### src/rtl/gpio_mux_irq_if.sv
// APB slave port bundle for gpio_mux_irq.
//   psel/penable/pwrite/paddr/pwdata : requester -> block
//   prdata/pready/pslverr            : block -> requester
interface gpio_mux_irq_if;
  logic        psel;
  logic        penable;
  logic        pwrite;
  logic [15:0] paddr;
  logic [31:0] pwdata;
  logic [31:0] prdata;
  logic        pready;
  logic        pslverr;

  modport master (
    output psel, penable, pwrite, paddr, pwdata,
    input  prdata, pready, pslverr
  );

  modport slave (
    input  psel, penable, pwrite, paddr, pwdata,
    output prdata, pready, pslverr
  );
endinterface

### src/rtl/gpio_mux_irq.sv
// GPIO pad mux with per-pin edge/level interrupts.
//
// gpio_mux_irq_lane : one pad -- input synchroniser, edge history, sticky
//                     edge status and the function-select output mux.
// gpio_mux_irq      : APB register file, FSEL storage, level qualification
//                     and the registered irq.
//
// Ports (top):
//   clk, rst_n        clock, async active-low reset
//   apbs              APB slave (zero wait state, pslverr on unmapped offsets)
//   alt_out/alt_oe    peripheral drive/enable, fn f pad g at (f-1)*N_GPIO+g
//   gpio_in           synchronised pad inputs
//   padout_gpio/padoe_gpio  pad drive and enable
//   padin_gpio        raw asynchronous pad inputs
//   irq               registered interrupt request

module gpio_mux_irq_lane #(
  parameter int N_FUNC = 4,
  parameter int FW     = 2
) (
  input  logic              clk,
  input  logic              rst_n,
  input  logic              pad_in,
  input  logic              out_bit,
  input  logic              oe_bit,
  input  logic [FW-1:0]     fsel,
  input  logic [N_FUNC-2:0] alt_out,
  input  logic [N_FUNC-2:0] alt_oe,
  input  logic              edge_rise,
  input  logic              edge_fall,
  input  logic              w1c,
  output logic              gpio_in,
  output logic              sticky,
  output logic              padout,
  output logic              padoe
);
  logic meta, prev, set;

  // Edge detect runs on the synchronised value against its one-cycle-old copy.
  assign set = (edge_rise &  gpio_in & ~prev) |
               (edge_fall & ~gpio_in &  prev);

  always_ff @(posedge clk or negedge rst_n) begin
    if (!rst_n) begin
      meta    <= 1'b0;
      gpio_in <= 1'b0;
      prev    <= 1'b0;
      sticky  <= 1'b0;
    end else begin
      meta    <= pad_in;
      gpio_in <= meta;
      prev    <= gpio_in;
      // A new qualifying edge in the clearing cycle must not be lost.
      sticky  <= (sticky & ~w1c) | set;
    end
  end

  always_comb begin
    padout = out_bit;
    padoe  = oe_bit;
    for (int f = 1; f < N_FUNC; f++) begin
      if (fsel == FW'(f)) begin
        padout = alt_out[f-1];
        padoe  = alt_oe[f-1];
      end
    end
  end
endmodule

module gpio_mux_irq #(
  parameter int N_GPIO = 16,
  parameter int N_FUNC = 4
) (
  input  logic                         clk,
  input  logic                         rst_n,
  gpio_mux_irq_if.slave                apbs,
  input  logic [N_GPIO*(N_FUNC-1)-1:0] alt_out,
  input  logic [N_GPIO*(N_FUNC-1)-1:0] alt_oe,
  output logic [N_GPIO-1:0]            gpio_in,
  output logic [N_GPIO-1:0]            padout_gpio,
  output logic [N_GPIO-1:0]            padoe_gpio,
  input  logic [N_GPIO-1:0]            padin_gpio,
  output logic                         irq
);
  localparam int FW  = $clog2(N_FUNC);
  localparam int PPW = 32 / FW;                 // pads per FSEL word
  localparam int NFW = (N_GPIO * FW + 31) / 32; // FSEL word count

  localparam logic [5:0] A_OUT     = 6'd0;
  localparam logic [5:0] A_OUT_XOR = 6'd1;
  localparam logic [5:0] A_OUT_SET = 6'd2;
  localparam logic [5:0] A_OUT_CLR = 6'd3;
  localparam logic [5:0] A_OE      = 6'd4;
  localparam logic [5:0] A_OE_XOR  = 6'd5;
  localparam logic [5:0] A_OE_SET  = 6'd6;
  localparam logic [5:0] A_OE_CLR  = 6'd7;
  localparam logic [5:0] A_IN      = 6'd8;
  localparam logic [5:0] A_STAT    = 6'd9;
  localparam logic [5:0] A_IE      = 6'd10;
  localparam logic [5:0] A_ER      = 6'd11;
  localparam logic [5:0] A_EF      = 6'd12;
  localparam logic [5:0] A_LH      = 6'd13;
  localparam logic [5:0] A_LL      = 6'd14;
  localparam logic [5:0] A_FSEL    = 6'd16;

  logic [N_GPIO-1:0]         out_q, oe_q, ie_q, er_q, ef_q, lh_q, ll_q;
  logic [N_GPIO-1:0][FW-1:0] fsel_q;
  logic [N_GPIO-1:0]         sticky, status, w1c, wd, rsel;
  logic [31:0]               rdata;
  logic [5:0]                idx;
  logic                      fsel_hit, mapped, acc, wr;
  logic                      irq_q;

  logic [N_GPIO-1:0][N_FUNC-2:0] lane_ao, lane_aoe;

  // Only paddr[7:2] is decoded; the rest of the address and any write data
  // above the implemented pads are don't-care.
  logic unused_apb;
  assign unused_apb = ^{apbs.paddr[15:8], apbs.paddr[1:0], apbs.pwdata};

  assign idx      = apbs.paddr[7:2];
  assign fsel_hit = (idx >= A_FSEL) && (idx < A_FSEL + 6'(NFW));
  assign mapped   = (idx <= A_LL) || fsel_hit;
  assign acc      = apbs.psel & apbs.penable;
  assign wr       = acc & apbs.pwrite & mapped;
  assign wd       = apbs.pwdata[N_GPIO-1:0];
  assign w1c      = (wr && idx == A_STAT) ? wd : '0;

  always_ff @(posedge clk or negedge rst_n) begin
    if (!rst_n) begin
      out_q  <= '0;
      oe_q   <= '0;
      ie_q   <= '0;
      er_q   <= '0;
      ef_q   <= '0;
      lh_q   <= '0;
      ll_q   <= '0;
      fsel_q <= '0;
    end else if (wr) begin
      case (idx)
        A_OUT:     out_q <= wd;
        A_OUT_XOR: out_q <= out_q ^ wd;
        A_OUT_SET: out_q <= out_q | wd;
        A_OUT_CLR: out_q <= out_q & ~wd;
        A_OE:      oe_q  <= wd;
        A_OE_XOR:  oe_q  <= oe_q ^ wd;
        A_OE_SET:  oe_q  <= oe_q | wd;
        A_OE_CLR:  oe_q  <= oe_q & ~wd;
        A_IE:      ie_q  <= wd;
        A_ER:      er_q  <= wd;
        A_EF:      ef_q  <= wd;
        A_LH:      lh_q  <= wd;
        A_LL:      ll_q  <= wd;
        default:   ;
      endcase
      for (int g = 0; g < N_GPIO; g++)
        if (idx == A_FSEL + 6'(g / PPW))
          fsel_q[g] <= apbs.pwdata[(g % PPW) * FW +: FW];
    end
  end

  // Level terms are live and bypass the sticky bits, so W1C cannot clear them.
  assign status = sticky | (gpio_in & lh_q) | (~gpio_in & ll_q);

  always_ff @(posedge clk or negedge rst_n) begin
    if (!rst_n) irq_q <= 1'b0;
    else        irq_q <= |(status & ie_q);
  end
  assign irq = irq_q;

  // Aliases read back the base register.
  always_comb begin
    rsel = '0;
    case (idx)
      A_OUT, A_OUT_XOR, A_OUT_SET, A_OUT_CLR: rsel = out_q;
      A_OE, A_OE_XOR, A_OE_SET, A_OE_CLR:     rsel = oe_q;
      A_IN:    rsel = gpio_in;
      A_STAT:  rsel = status;
      A_IE:    rsel = ie_q;
      A_ER:    rsel = er_q;
      A_EF:    rsel = ef_q;
      A_LH:    rsel = lh_q;
      A_LL:    rsel = ll_q;
      default: rsel = '0;
    endcase
    rdata = 32'(rsel);
    for (int g = 0; g < N_GPIO; g++)
      if (idx == A_FSEL + 6'(g / PPW))
        rdata[(g % PPW) * FW +: FW] = fsel_q[g];
  end

  assign apbs.prdata  = apbs.psel ? rdata : '0;
  assign apbs.pready  = 1'b1;
  assign apbs.pslverr = acc & ~mapped;

  // Regroup the function-major alt buses into per-pad vectors.
  for (genvar g = 0; g < N_GPIO; g++) begin : g_lane
    for (genvar f = 0; f < N_FUNC - 1; f++) begin : g_alt
      assign lane_ao[g][f]  = alt_out[f * N_GPIO + g];
      assign lane_aoe[g][f] = alt_oe[f * N_GPIO + g];
    end

    gpio_mux_irq_lane #(
      .N_FUNC (N_FUNC),
      .FW     (FW)
    ) u_lane (
      .clk       (clk),
      .rst_n     (rst_n),
      .pad_in    (padin_gpio[g]),
      .out_bit   (out_q[g]),
      .oe_bit    (oe_q[g]),
      .fsel      (fsel_q[g]),
      .alt_out   (lane_ao[g]),
      .alt_oe    (lane_aoe[g]),
      .edge_rise (er_q[g]),
      .edge_fall (ef_q[g]),
      .w1c       (w1c[g]),
      .gpio_in   (gpio_in[g]),
      .sticky    (sticky[g]),
      .padout    (padout_gpio[g]),
      .padoe     (padoe_gpio[g])
    );
  end
endmodule

### src/flat_wrapper.sv
// flat-port wrapper written by rule: the top's interface ports become plain ports
module gpio_mux_irq_flat 
#(
  parameter int N_GPIO = 16,
  parameter int N_FUNC = 4
)
  (clk, rst_n, alt_out, alt_oe, gpio_in, padout_gpio, padoe_gpio, padin_gpio, irq, apbs_psel, apbs_penable, apbs_pwrite, apbs_paddr, apbs_pwdata, apbs_prdata, apbs_pready, apbs_pslverr);
  gpio_mux_irq_if apbs_i ();
  input  logic clk;
  input  logic rst_n;
  input  logic [N_GPIO*(N_FUNC-1)-1:0] alt_out;
  input  logic [N_GPIO*(N_FUNC-1)-1:0] alt_oe;
  output logic [N_GPIO-1:0] gpio_in;
  output logic [N_GPIO-1:0] padout_gpio;
  output logic [N_GPIO-1:0] padoe_gpio;
  input  logic [N_GPIO-1:0] padin_gpio;
  output logic irq;
  input wire logic [$bits(apbs_i.psel)-1:0] apbs_psel;
  input wire logic [$bits(apbs_i.penable)-1:0] apbs_penable;
  input wire logic [$bits(apbs_i.pwrite)-1:0] apbs_pwrite;
  input wire logic [$bits(apbs_i.paddr)-1:0] apbs_paddr;
  input wire logic [$bits(apbs_i.pwdata)-1:0] apbs_pwdata;
  output wire logic [$bits(apbs_i.prdata)-1:0] apbs_prdata;
  output wire logic [$bits(apbs_i.pready)-1:0] apbs_pready;
  output wire logic [$bits(apbs_i.pslverr)-1:0] apbs_pslverr;
  assign apbs_i.psel = apbs_psel;
  assign apbs_i.penable = apbs_penable;
  assign apbs_i.pwrite = apbs_pwrite;
  assign apbs_i.paddr = apbs_paddr;
  assign apbs_i.pwdata = apbs_pwdata;
  assign apbs_prdata = apbs_i.prdata;
  assign apbs_pready = apbs_i.pready;
  assign apbs_pslverr = apbs_i.pslverr;
  gpio_mux_irq #(.N_GPIO(N_GPIO), .N_FUNC(N_FUNC)) u_core (.clk(clk), .rst_n(rst_n), .apbs(apbs_i), .alt_out(alt_out), .alt_oe(alt_oe), .gpio_in(gpio_in), .padout_gpio(padout_gpio), .padoe_gpio(padoe_gpio), .padin_gpio(padin_gpio), .irq(irq));
endmodule
### config.mk
export PLATFORM = sky130hd
export DESIGN_NAME = gpio_mux_irq_flat
export DESIGN_NICKNAME = d
export VERILOG_FILES = /design/src/rtl/gpio_mux_irq_if.sv /design/src/rtl/gpio_mux_irq.sv /design/src/flat_wrapper.sv
export SDC_FILE = /design/constraint.sdc
export NUM_CORES = 1
export LEC_CHECK = 0
export BUFFER_PORTS_ARGS = -buffer_cell sky130_fd_sc_hd__buf_2
export CAP_MARGIN = 5
export CELL_PAD_IN_SITES_DETAIL_PLACEMENT = 1
export CELL_PAD_IN_SITES_GLOBAL_PLACEMENT = 1
export CORE_ASPECT_RATIO = 1.4
export CORE_MARGIN = 5
export CORE_UTILIZATION = 47
export CTS_CLUSTER_SIZE = 14
export DETAILED_ROUTE_END_ITERATION = 8
export GPL_TIMING_DRIVEN = 1
export PLACE_DENSITY = 0.88
export SETUP_SLACK_MARGIN = 0.02
export SLEW_MARGIN = 10
export SYNTH_ARGS = -nofsm -noshare
export SYNTH_HDL_FRONTEND = slang
export SYNTH_SLANG_ARGS = --single-unit
### constraint.sdc
create_clock -name clk -period 3.3 [get_ports clk]
set_clock_uncertainty 0.2 [all_clocks]
set_input_delay 0.33 -clock clk [delete_from_list [all_inputs] [get_ports clk]]
set_output_delay 0.33 -clock clk [all_outputs]
set_load 0.01 [all_outputs]
==> results.md <==
Floorplanning:
- The floorplan step defined a die boundary enclosing 29,100 sq um.
- The floorplan step defined a core boundary enclosing 25,400 sq um.
- The number of rows in the core area is 69.
- For this design the top-level I/O count stands at 248.
- For this configuration, the core starts out at a cell density of 47.6%.
- The floorplan step set the die width to 146 microns.
- The die is 200 microns tall.

Clocking:
- The number of buffers added by the clock tree synthesis step is 22.
- The clock root buffer master is clkbuf_16.
- The clock net in this run drives a total of 209 sinks.
- The clock transition at the register clock pins on the worst setup and hold paths after CTS is 0.06 ns.
- The number of setup buffers added after CTS is 0.
- The clock tree from TritonCTS is built.
- The maximum number of buffers from clock root to sink is 3.
- The clock insertion delay at the later pin of the skew report is 0.51 ns.
- CTS built an H-tree with a depth of 1.

Critical path:
- The startpoint identified for the worst register-to-register timing path is u_core.g_lane[11].u_lane.gpio_in$_DFF_PN0_.
- The signal on the critical path passes through buf_2, or4b_1, nor2_1, a32oi_1, a31oi_1, a211o_1, buf_2.
- Counting cells, the worst reg-to-reg path comes to 5.
- The kind of start point of the critical path is a primary input.
- For the worst setup path, the data arrival time is 2.56 ns.
- The most frequent cell on the critical path is buf_2.
- On the critical path the largest part of the delay comes from simple AND/OR/NAND/NOR gates.
- The cell count along the critical path is 7.
- The critical path is of the primary input to output port type.
- The timing endpoint of the critical path is apbs_prdata[8].
- Of all nets on the critical path, the largest fanout is 10.
- The beginning of the critical path is apbs_paddr[5].
- The worst register-to-register path has a setup slack of 0.80 ns.
- The endpoint of the worst register-to-register path is u_core.irq$_DFF_PN0_.
- The required time of the worst setup path is 2.77 ns.
- In this design, the stage delay of the slowest critical-path cell is 0.67 ns.
- The buffers plus inverters on the worst setup path is 2.
- STA classifies the critical path endpoint as an output port.
- The cell with the largest stage delay on the worst path is nor2_1.

Cells and area:
- After the last flow step, the layout net total stands at 1,574.
- The count of fill cells added during filler insertion is 2,763.
- 0 antenna diodes ended up in the layout.
- The final cell count without fillers is 1,678.
- The relative area change from synthesis to final layout is 21.3%.
- The ratio of cells with drive above 1 in the final layout is 34.1%.

Synth:
- By count the netlist is led by dfrtp_1 (209), nand2_1 (127), inv_1 (71).
- Averaged over all synthesized cells, the footprint is 11.1 sq um.
- The post-synthesis sequential area ratio is 43.3%.
- The area share of the largest cell type after synthesis is 43.3%.
- The number of distinct library cells after synthesis is 56.
- For this run, the leading register cell type out of synthesis is dfrtp_1.
- The number of nets handed over by synthesis was 1,321.
- The mapped cell area is 12,100 sq um.
- Summed over all instances, the cell type with the most area after synthesis is dfrtp_1.
- The number of enable flip-flop cells after synthesis is 0.
- During synthesis, Yosys emitted a total of 0 warnings.
- The most common cell in the synthesized netlist is dfrtp_1.
- After synthesis, the share of flip-flops with an asynchronous set or reset is 100%.
- Sorting the synthesized cells by area gives the leading types as dfrtp_1 (43%), mux4_2 (8.9%), ha_1 (6.6%).
- The post-synthesis register bit count is 209.
- Synthesis produced a netlist whose cell count is 1,092.

Detailed routing:
- The via count is 10,700.
- The DRC violation total after the first TritonRoute iteration is 880.
- The sum of met3 wire segment lengths after detailed routing is 3680 microns.
- Summed over all layers, the routed wires come to 45,300 microns.
- The first-pass iteration count of the detailed router is 6.
- In the routed design, unresolved DRC markers number 0.
- After detailed routing, the average wire length per cell comes to 27.0 microns.
- The average vias per placed instance is 6.41.
- The detailed-route wire length on metal 1 is 15,400 microns.
- The met2 layer wire length in the routed design is 23,000 microns.
- Once detail routing completed, the nets flagged for antenna violations numbered 0.
- The highest layer used for signal routing is met4.

Timing:
- The smallest setup slack after layout is 0.212 ns.
- The number of hold violations in the final report is 0.
- Based on the critical path, the design can be clocked at up to 324 MHz.
- Setup repair after global routing left no endpoint under its margin.
- The final max-slew violation count is 0.
- Of the available clock period, the critical path in the final layout requires 93.6%.
- The transition at the pin with the smallest max-transition slack is 0.794 ns.
- Setup violations remaining at the end of the flow were counted as 0.
- After routing, the total negative slack on setup checks comes to 0 ns.
- After layout, the minimum clock period comes to 3.09 ns.
- The relative slew slack is 46.9%.

Outcome:
- The run finished with clean final reports.

Min path:
- In this run the most critical hold path is launched from apbs_pwdata[6].
- The worst min-delay path class is primary input to flop.

Global routing:
- The wire length of the first global-routing pass is 70,000 microns.
- The total overflow left after global routing is 0.
- The number of global-route vias before repair is 12,200.
- The total routing usage reported by global routing is 30.5%.
- The pin count of the biggest net entering global routing is 96.
- The initial antenna violation count is 0.

Placement:
- The number of buffers added on ports is 236.
- The HPWL reported at the end of detailed placement is 29,300 microns.
- The congestion estimate from routability-driven global placement came to 0.896.
- At the placement stage, the worst setup path has a slack of 0.266 ns.
- Once placement completed, the tool counted placed cells totaling 1,594.

Power and ir drop:
- Overall power consumption after layout is estimated at 6.63 mW.
- Power spread over the standard cell area amounts to 452 nW/um^2.
- For this design the static power due to leakage is 6.92 nW.
- The maximum vdd ir drop is 0.355 mV.

Job:
- The total of max-cap violations is 0.
-- how the worst min path moves through the flow --
stage	end	slack, ns	cells past startpoint
floorplan	u_core.ef_q[0]$_DFFE_PN0P_	-0.17	0
global placement	u_core.g_lane[11].u_lane.gpio_in$_DFF_PN0_	0.13	0
detailed placement	u_core.g_lane[0].u_lane.gpio_in$_DFF_PN0_	0.14	0
CTS	u_core.ll_q[6]$_DFFE_PN0P_	0.001	2
global route	u_core.er_q[6]$_DFFE_PN0P_	0.02	2
finish	u_core.ie_q[6]$_DFFE_PN0P_	0.01	2
-- repair_timing --
action,in CTS,in global routing
gates resized for setup,0,1
endpoints found under the hold margin,160,0
hold buffers,46,0
setup endpoints to repair,0,3
-- routing by layer --
metal	track usage, %	vias up
met5	0	-
met4	20.0	0
met3	6.19	241
met2	54.4	658
met1	32.9	5426
li1	-	4424
-- where the power goes --
| group | internal (mW) | total [mW] | switching, mW |
|---|---|---|---|
| Sequential | 2.72 | 2.95 | 0.226 |
| Combinational | 0.558 | 1.15 | 0.596 |
| Clock | 1.44 | 2.53 | 1.08 |
-- stage by stage --
step / utilization, % / instance area [sq um] / hold WS, ns
floorplan: - / 12100 / -0.166
global placement: 53.1 / 13500 / 0.132
detailed placement: 53.1 / 13500 / 0.136
CTS: 57.7 / 14700 / 0.00139
global route: 57.8 / 14700 / 0.0170
finish: 57.8 / 14700 / 0.0124
-- cell usage in the layout, fill, tap and decap left out, types with 8 or more instances in the layout --
cell type      Yosys  final
inv_1             71     71
nand3b_1          18     18
and2_1            16     16
a31oi_1           10     10
mux2_2            70     70
nor2_1            36     35
nand3_1           26     26
o2bb2ai_1         17     17
nor2b_1           12     11
o211ai_1          17     17
a32oi_1            8      8
a22oi_1           11     11
ha_1              64     64
a222oi_1           8      8
mux2_4            10     10
dfrtp_1          209    209
a211o_1           17     17
buf_2             12    235
nand2_1          127    127
clkbuf_16          0     23
mux4_2            48     48
mux2i_1           25     25
buf_4             52     47
dlygate4sd3_1      0     46
a221oi_1          16     16
o21ai_0           58     58
a21oi_1           38     38
-- registers in the layout (all words and copies together) (netlist names) --
register                      flops
u_core.oe_q                      16
u_core.irq                        1
u_core.lh_q                      16
u_core.out_q                     16
u_core.ie_q                      16
u_core.g_lane.u_lane.prev        16
u_core.ll_q                      16
u_core.fsel_q                    32
u_core.g_lane.u_lane.meta        16
u_core.g_lane.u_lane.gpio_in     16
u_core.ef_q                      16
u_core.er_q                      16
u_core.g_lane.u_lane.sticky      16
-- area by class of cell --
cell class	instances	area, sq um	area share [%]
clock buffer	32	649	4.43
clock inverter	6	61.3	0.418
inverter	71	267	1.82
multi-input combinational	708	5970	40.7
sequential	209	5230	35.7
tap	319	399	2.72
timing repair buffer	333	2080	14.2
-- worst register-to-register path, stage by stage (launching register included) --
cell	delay (ns)
dfrtp_1	0.49
nor2b_1	0.10
a211o_1	0.27
a22oi_1	0.37
nand4_1	0.29
or4_1	0.64
-- cells by family (layout without fill, tap and decap cells) --
group           after synthesis  count (layout)  synth area share, %
compound gates              231             231                 13.2
simple gates                259             259                 10.7
buf+inv                     175             442                 7.46
mux                         153             153                 18.8
flops                       209             209                 43.3
fa+ha+maj                    64              64                 6.63
other cells                   1               1               0.0310
(Power assumes the default switching activity.)
